### src/rtl/icache_refill_pkg.sv
// Shared definitions for the instruction-cache line refill engine:
// FSM state encoding and the memory word width.
package icache_refill_pkg;

  localparam int unsigned WORD_W = 32;

  typedef enum logic [1:0] {
    ST_IDLE = 2'd0,
    ST_REQ  = 2'd1,
    ST_DONE = 2'd2
  } state_t;

endpackage

### src/rtl/icache_refill.sv
// Critical-word-first instruction-cache line refill: fetches one line from
// memory starting at the missing word, wrapping within the line.
module icache_refill
  import icache_refill_pkg::*;
#(
  parameter int unsigned LINE_WORDS = 4,
  parameter int unsigned ADDR_W     = 32
) (
  input  logic              clk,
  input  logic              rst,
  input  logic              miss_i,
  input  logic [ADDR_W-1:0] miss_addr_i,
  input  logic              flush_i,
  output logic              mem_req_o,
  output logic [ADDR_W-1:0] mem_addr_o,
  input  logic              mem_ack_i,
  input  logic [WORD_W-1:0] mem_data_i,
  output logic              fill_we_o,
  output logic [ADDR_W-1:0] fill_addr_o,
  output logic [WORD_W-1:0] fill_data_o,
  output logic              fill_done_o,
  output logic              busy_o
);

  localparam int unsigned IDX_W    = $clog2(LINE_WORDS);
  localparam int unsigned LINE_LSB = IDX_W + 2;

  typedef logic [IDX_W-1:0] idx_t;

  state_t            state;
  state_t            state_nxt;
  logic [ADDR_W-1:0] base;
  idx_t              offset;
  idx_t              count;
  logic [ADDR_W-1:0] req_addr;
  logic              start;
  logic              take;
  logic              last;
  logic              miss_byte_unused;

  function automatic idx_t wrap_inc(input idx_t v);
    return v + idx_t'(1);
  endfunction

  assign miss_byte_unused = ^miss_addr_i[1:0];

  assign start = (state == ST_IDLE) && miss_i && !flush_i;
  assign take  = (state == ST_REQ) && mem_ack_i && !flush_i;
  assign last  = (count == idx_t'(LINE_WORDS - 1));

  // Base has its line-offset bits cleared, so inserting the word index never carries.
  always_comb begin
    req_addr                 = base;
    req_addr[LINE_LSB-1:2]   = offset;
  end

  always_ff @(posedge clk or posedge rst) begin
    if (rst) state <= ST_IDLE;
    else     state <= state_nxt;
  end

  always_comb begin
    state_nxt = state;
    unique case (state)
      ST_IDLE: if (start) state_nxt = ST_REQ;
      ST_REQ: begin
        if (flush_i)          state_nxt = ST_IDLE;
        else if (take && last) state_nxt = ST_DONE;
      end
      ST_DONE: state_nxt = ST_IDLE;
      default: state_nxt = ST_IDLE;
    endcase
  end

  always_comb begin
    mem_req_o   = (state == ST_REQ);
    mem_addr_o  = (state == ST_REQ) ? req_addr : '0;
    busy_o      = (state != ST_IDLE);
    fill_done_o = (state == ST_DONE) && !flush_i;
  end

  always_ff @(posedge clk or posedge rst) begin
    if (rst) begin
      base   <= '0;
      offset <= '0;
      count  <= '0;
    end else if (start) begin
      base   <= {miss_addr_i[ADDR_W-1:LINE_LSB], {LINE_LSB{1'b0}}};
      offset <= miss_addr_i[LINE_LSB-1:2];
      count  <= '0;
    end else if (take) begin
      offset <= wrap_inc(offset);
      count  <= count + idx_t'(1);
    end
  end

  // A flush in the ack cycle cancels the write that would follow it.
  always_ff @(posedge clk or posedge rst) begin
    if (rst) begin
      fill_we_o   <= 1'b0;
      fill_addr_o <= '0;
      fill_data_o <= '0;
    end else begin
      fill_we_o <= take;
      if (take) begin
        fill_addr_o <= req_addr;
        fill_data_o <= mem_data_i;
      end
    end
  end

endmodule

### config.mk
export PLATFORM = sky130hd
export DESIGN_NAME = icache_refill
export DESIGN_NICKNAME = d
export VERILOG_FILES = /design/src/rtl/icache_refill_pkg.sv /design/src/rtl/icache_refill.sv
export SDC_FILE = /design/constraint.sdc
export NUM_CORES = 1
export LEC_CHECK = 0
export ABC_AREA = 1
export ABC_CLOCK_PERIOD_IN_PS = 3400
export CORE_MARGIN = 2
export CORE_UTILIZATION = 43
export CTS_BUF_LIST = sky130_fd_sc_hd__clkbuf_4 sky130_fd_sc_hd__clkbuf_8
export CTS_CLUSTER_DIAMETER = 60
export DETAILED_ROUTE_END_ITERATION = 10
export GPL_TIMING_DRIVEN = 0
export HOLD_SLACK_MARGIN = 0.03
export PLACE_DENSITY = 0.8
export RECOVER_POWER = 100
export SLEW_MARGIN = 20
export SYNTH_ARGS = -nofsm -noshare
export SYNTH_HDL_FRONTEND = slang
export SYNTH_SLANG_ARGS = --single-unit
### constraint.sdc
create_clock -name clk -period 3.4 [get_ports clk]
set_input_delay 0.34 -clock clk [delete_from_list [all_inputs] [get_ports clk]]
set_output_delay 0.34 -clock clk [all_outputs]
set_load 0.005 [all_outputs]
# Word level (Yosys, flattened, before mapping)
# Index checks and enable logic that the tools add are counted.
[op_classes]
addsub = 2
multipliers = 0
n_div = 0
magnitude_cmp = 0
eq_ne = 5
n_shift = 0
mux = 9
n_bitwise = 0
reduce_logical = 11
[ops]
columns = ["op", "n"]
rows = [
  ["$mux W32", 1],
  ["$mux W2", 7],
  ["$logic_and A1 B1 Y1", 6],
  ["$add A2 B1 Y2 const B", 2],
  ["$eq A2 B2 Y1 const B", 2],
  ["$pmux W2 S2", 1],
  ["$reduce_bool A2 Y1", 2],
  ["$ne A3 B2 Y1 const B", 1],
  ["$eq A2 B1 Y1 const B", 1],
  ["$logic_not A2 Y1", 1],
  ["$ne A2 B2 Y1 const B", 1],
  ["$reduce_and A2 Y1", 1],
  ["$logic_not A1 Y1", 1],
]
[totals]
regBits = 97
latch_bits = 0
ramBits = 0
mem_bits_ro = 0
word_cells = 34
mem_count = 0

# Longest topological paths before layout
[logic_depth]
word_depth = 7
mapped_depth = 7

# Least setup slack after synthesis
# OpenSTA, ideal clock, no wires.
[synth_path]
kind = "reg2out"
start = "register state[1]"
end = "output port mem_addr_o[10]"
arrival_ps = 889
required_ps = 3060
path_slack_ps = 2171
path_stages_with_launch = 5
n_path_buf = 1
cell_sequence = "dfrtp_1 inv_1 nand2_1 clkbuf_1 nor2_1"
[synth_between]
elab_chain_len = 2
[synth_lines]
columns = ["item", "line", "source"]
rows = [
  ["start, declared", "icache_refill.sv:30", "state_t state;"],
  ["start signal, assigned", "icache_refill.sv:59", "else state <= state_nxt;"],
  ["$eq A2 B1 Y1", "icache_refill.sv:77", "mem_addr_o = (state == ST_REQ) ? req_addr : '0;"],
  ["$mux W32", "icache_refill.sv:77", ""],
  ["end, declared", "icache_refill.sv:15", "output logic [ADDR_W-1:0] mem_addr_o,"],
]
# No other way between the ends.

# Worst setup path in the final report
[layout_path]
start = "register state[0]"
end = "output port mem_addr_o[2]"
# Same word-level chain as after synthesis.

==> results summary <==
In the final routed layout, each cell accounts on average for 13.8 um. The maximum buffer depth of the clock tree is 2. The worst hold path begins at fill_data_o[14]. The top-level port count is 169.

The number of antenna diodes in the final layout is 0. The number of clock sinks came out at 97. The setup slack of the most critical reg-to-reg path is 1.43 ns.

The via count of the first global-routing pass is 3,480. The arrival time reported for the critical path endpoint came out at 2.02 ns. Sorting the synthesized cells by how often they occur yields nand2_1 (146), dfrtp_1 (97), nor2_1 (60). Measured in cells, the most critical reg-to-reg path has a length of 7. By area the synthesized netlist is led by dfrtp_1 (63%), nand2_1 (14%), nor2_1 (5.8%). The critical-path maximum fanout came out at 10. At the later pin of the worst-skew pair, clock insertion delay measures 0.35 ns. The post-detailed-route count of antenna-violating nets came out at 0.

The largest net degree at the start of global routing is 55. The tightest slew margin relative to the limit is -31.5%. The region available for standard cell placement spans 8720 um2.

The async set or reset register ratio after synthesis came out at 100%. The total of max-cap violations is 1. The kind of start point of the critical path is a register. The flow ran to the end, but the final reports show violations. Of the total power, the clock network draws 20.3%.

The transition time of the tightest slew-check pin came out at 1.96 ns. Summed over all nets, the half-perimeter wirelength after detailed placement is 7360 um. The worst min-delay path category is reg -> reg. The ratio of final minimum period to clock period came out at 69.4%.

The number of buffers inserted to repair setup after CTS is 0. The static leakage came out at 3.01 nW. The worst register-to-register path begins at state[0]. The final max-slew violation count came out at 44. The cell at the root of the clock tree is clkbuf_8. The sequential share of the synthesized area is 62.6%. The signed area change from the synthesized netlist to the final layout is 50.2%. The relative contribution of sequential cells to total power came out at 47.0%. The count of cell types in the netlist is 18. The width of the die is 99.0 um.

The number of storage elements in the synthesis netlist came out at 97. Once the floorplan was initialized, standard cells occupied 44.5% of the core. The first-pass GRT wire length is 16,300 um. After synthesis the cells add up to 3880 um2. The final-stage net count came out at 686.

The vertical die dimension is 99.0 um. The cell internal power dissipation came out at 2.46 mW. The most common flop cell mapped by yosys is dfrtp_1. Combinational cells account for 32.6% of the total power.

The number of synthesized flops with an enable pin came out at 0. The clock-pin slew of the registers on the worst-case setup and hold paths is 0.09 ns. The total global routing overflow is 0.

The type of destination of the critical path is an output port. The overall die area is 9790 um2. The cell type with the highest aggregate area in the netlist is dfrtp_1.

The switching power came out at 1.06 mW. The routed design has 10,100 um of wire. The aggregate global-route resource usage came out at 20.7%. Clock skew on the completed layout was measured at 0.0139 ns. The worst register-to-register path ends at fill_data_o[17]. Of the total power, the share spent switching nets is 30.0%. The total number of yosys warnings came out at 0. The total CTS buffers came out at 9. At the worst endpoint, the required time is 3.06 ns. The design draws 3.52 mW.

The count of final hold-check violations was 0. For hold timing, the worst endpoint is fill_data_o[14]. The power density over cell area is 604 nW/um2.

The initial antenna violation count came to 0. Setup violations remaining at the end of the flow were counted as 0. The quantity of hold-fixing buffers added after cts is 0. Detailed routing inserted a total of 3,455 vias. The share of cells above drive strength 1 is 4.19%. The hold path depth is 2. The number of DRC violations after detailed routing came out at 0. The critical path is of the reg -> out type.

The share of synthesized area in the top cell type comes to 62.6%. The floorplan row count came out at 34. The final reports fail on capacitance limit, slew limit.

The synthesized area divided by synthesized cell count is 8.83 um2. The final cell utilization of the core is 66.8%. Input and output buffers added on the ports amount to 162. For this block, the initial DRC count from the detailed router was 98.

The synthesized instance count came out at 439. Setup repair after global routing left no endpoint under its margin. The upper clock frequency limit is 424 MHz.

The maximum resistive drop on vdd is 0.000281 V. TritonCTS built the clock tree. The number of levels the H-tree was split into came out at 3. Once the clock tree was built, the resizer swapped 0 gates to a different size. By instance count, the leading cell after synthesis is nand2_1. The number of iterations in the first detailed-routing pass came out at 6.

The minimum period implied by the final worst setup slack came out at 2.36 ns. At the end of routability-driven placement, the weighted congestion stood at 0.806. The detailed-route vias per instance is 4.74.
-- placed cells by master (no fill, tap or decap), drive strengths merged --
cell type,netlist,final
inv,38,36
nor3,1,1
nand3,8,8
o21ai,30,30
nand2,146,146
nor2,62,62
clkbuf,10,31
clkinvlp,0,2
dlygate4sd3,0,97
clkinv,0,3
clkdlybuf4s50,0,65
conb,1,4
ha,1,1
a21oi,29,29
dfrtp,97,97
buf,16,9
-- stage by stage --
step / setup WS, ns / hold slack [ns] / setup TNS, ns / instances / area, um2
final: 1.04 / 0.477 / 0 / 729 / 5830
after global routing: 0.908 / 0.505 / 0 / 729 / 5830
after CTS: 1.06 / 0.392 / 0 / 729 / 5870
after detailed placement: 1.47 / 0.465 / 0 / 713 / 5680
after global placement: -0.841 / 0.462 / -81.05 / 712 / 5650
after floorplan: 0.526 / 0.450 / 0 / 442 / 3890
-- kinds of logic (layout without fill, tap and decap cells) --
group	after synthesis	after routing	share of synthesized area, %
buffers and inverters	64	243	7.49
other	1	4	0.0967
adder cells (fa/ha/maj)	1	1	0.323
AO/OA/AOI/OAI	59	59	7.62
AND/OR/NAND/NOR	217	217	21.9
flip-flops	97	97	62.6
-- layout make-up --
cell class | instances | area [um2]
Buffer | 26 | 130
Timing Repair Buffer | 163 | 1650
Clock inverter | 3 | 25.0
Fill cell | 735 | 2900
Tap cell | 108 | 135
Sequential cell | 97 | 2430
Multi-Input combinational cell | 281 | 1150
Clock buffer | 13 | 166
Inverter | 38 | 144
-- critical path: stages (launching register included) --
cell and delay, ns:
dfrtp_1 0.42, nand2_1 0.11, clkbuf_1 0.45, nor2_1 0.10, dlygate4sd3_1 0.60
-- sequential cells by signal, indices dropped and copies added, names as in the netlist --
register     flops
fill_data_o     32
fill_addr_o     30
offset           2
fill_we_o        1
base            28
count            2
state            2
-- how the worst max path moves through the flow --
stage	from	end	slack (ns)
2_1_floorplan	rst	base[10]	0.53
3_3_place_gp	rst	base[4]	-0.84
3_5_place_dp	state[1]	mem_addr_o[2]	1.47
4_1_cts	state[1]	mem_addr_o[2]	1.06
5_1_grt	state[1]	mem_addr_o[11]	0.91
6_report	state[0]	mem_addr_o[2]	1.04
-- routing by layer --
layer / vias to the layer above / GRT usage [%] / wire, um
met1: 1630 / 26.8 / 4340
met4: 0 / 4.95 / 118
met3: 12 / 6.03 / 728
met5: - / 0 / 0
met2: 130 / 34.4 / 4870
li1: 1683 / - / -
-- power groups by stage --
| stage | clock network [mW] | logic, mW | registers (mW) |
|---|---|---|---|
| 2_1_floorplan | 0 | 0.432 | 1.69 |
| 3_3_place_gp | 0 | 1.25 | 1.67 |
| 3_5_place_dp | 0 | 1.29 | 1.69 |
| 4_1_cts | 0.734 | 1.29 | 1.67 |
| 5_1_grt | 0.772 | 1.29 | 1.70 |
| 6_report | 0.715 | 1.15 | 1.66 |
Note: power is estimated with default switching activity, not from simulation.
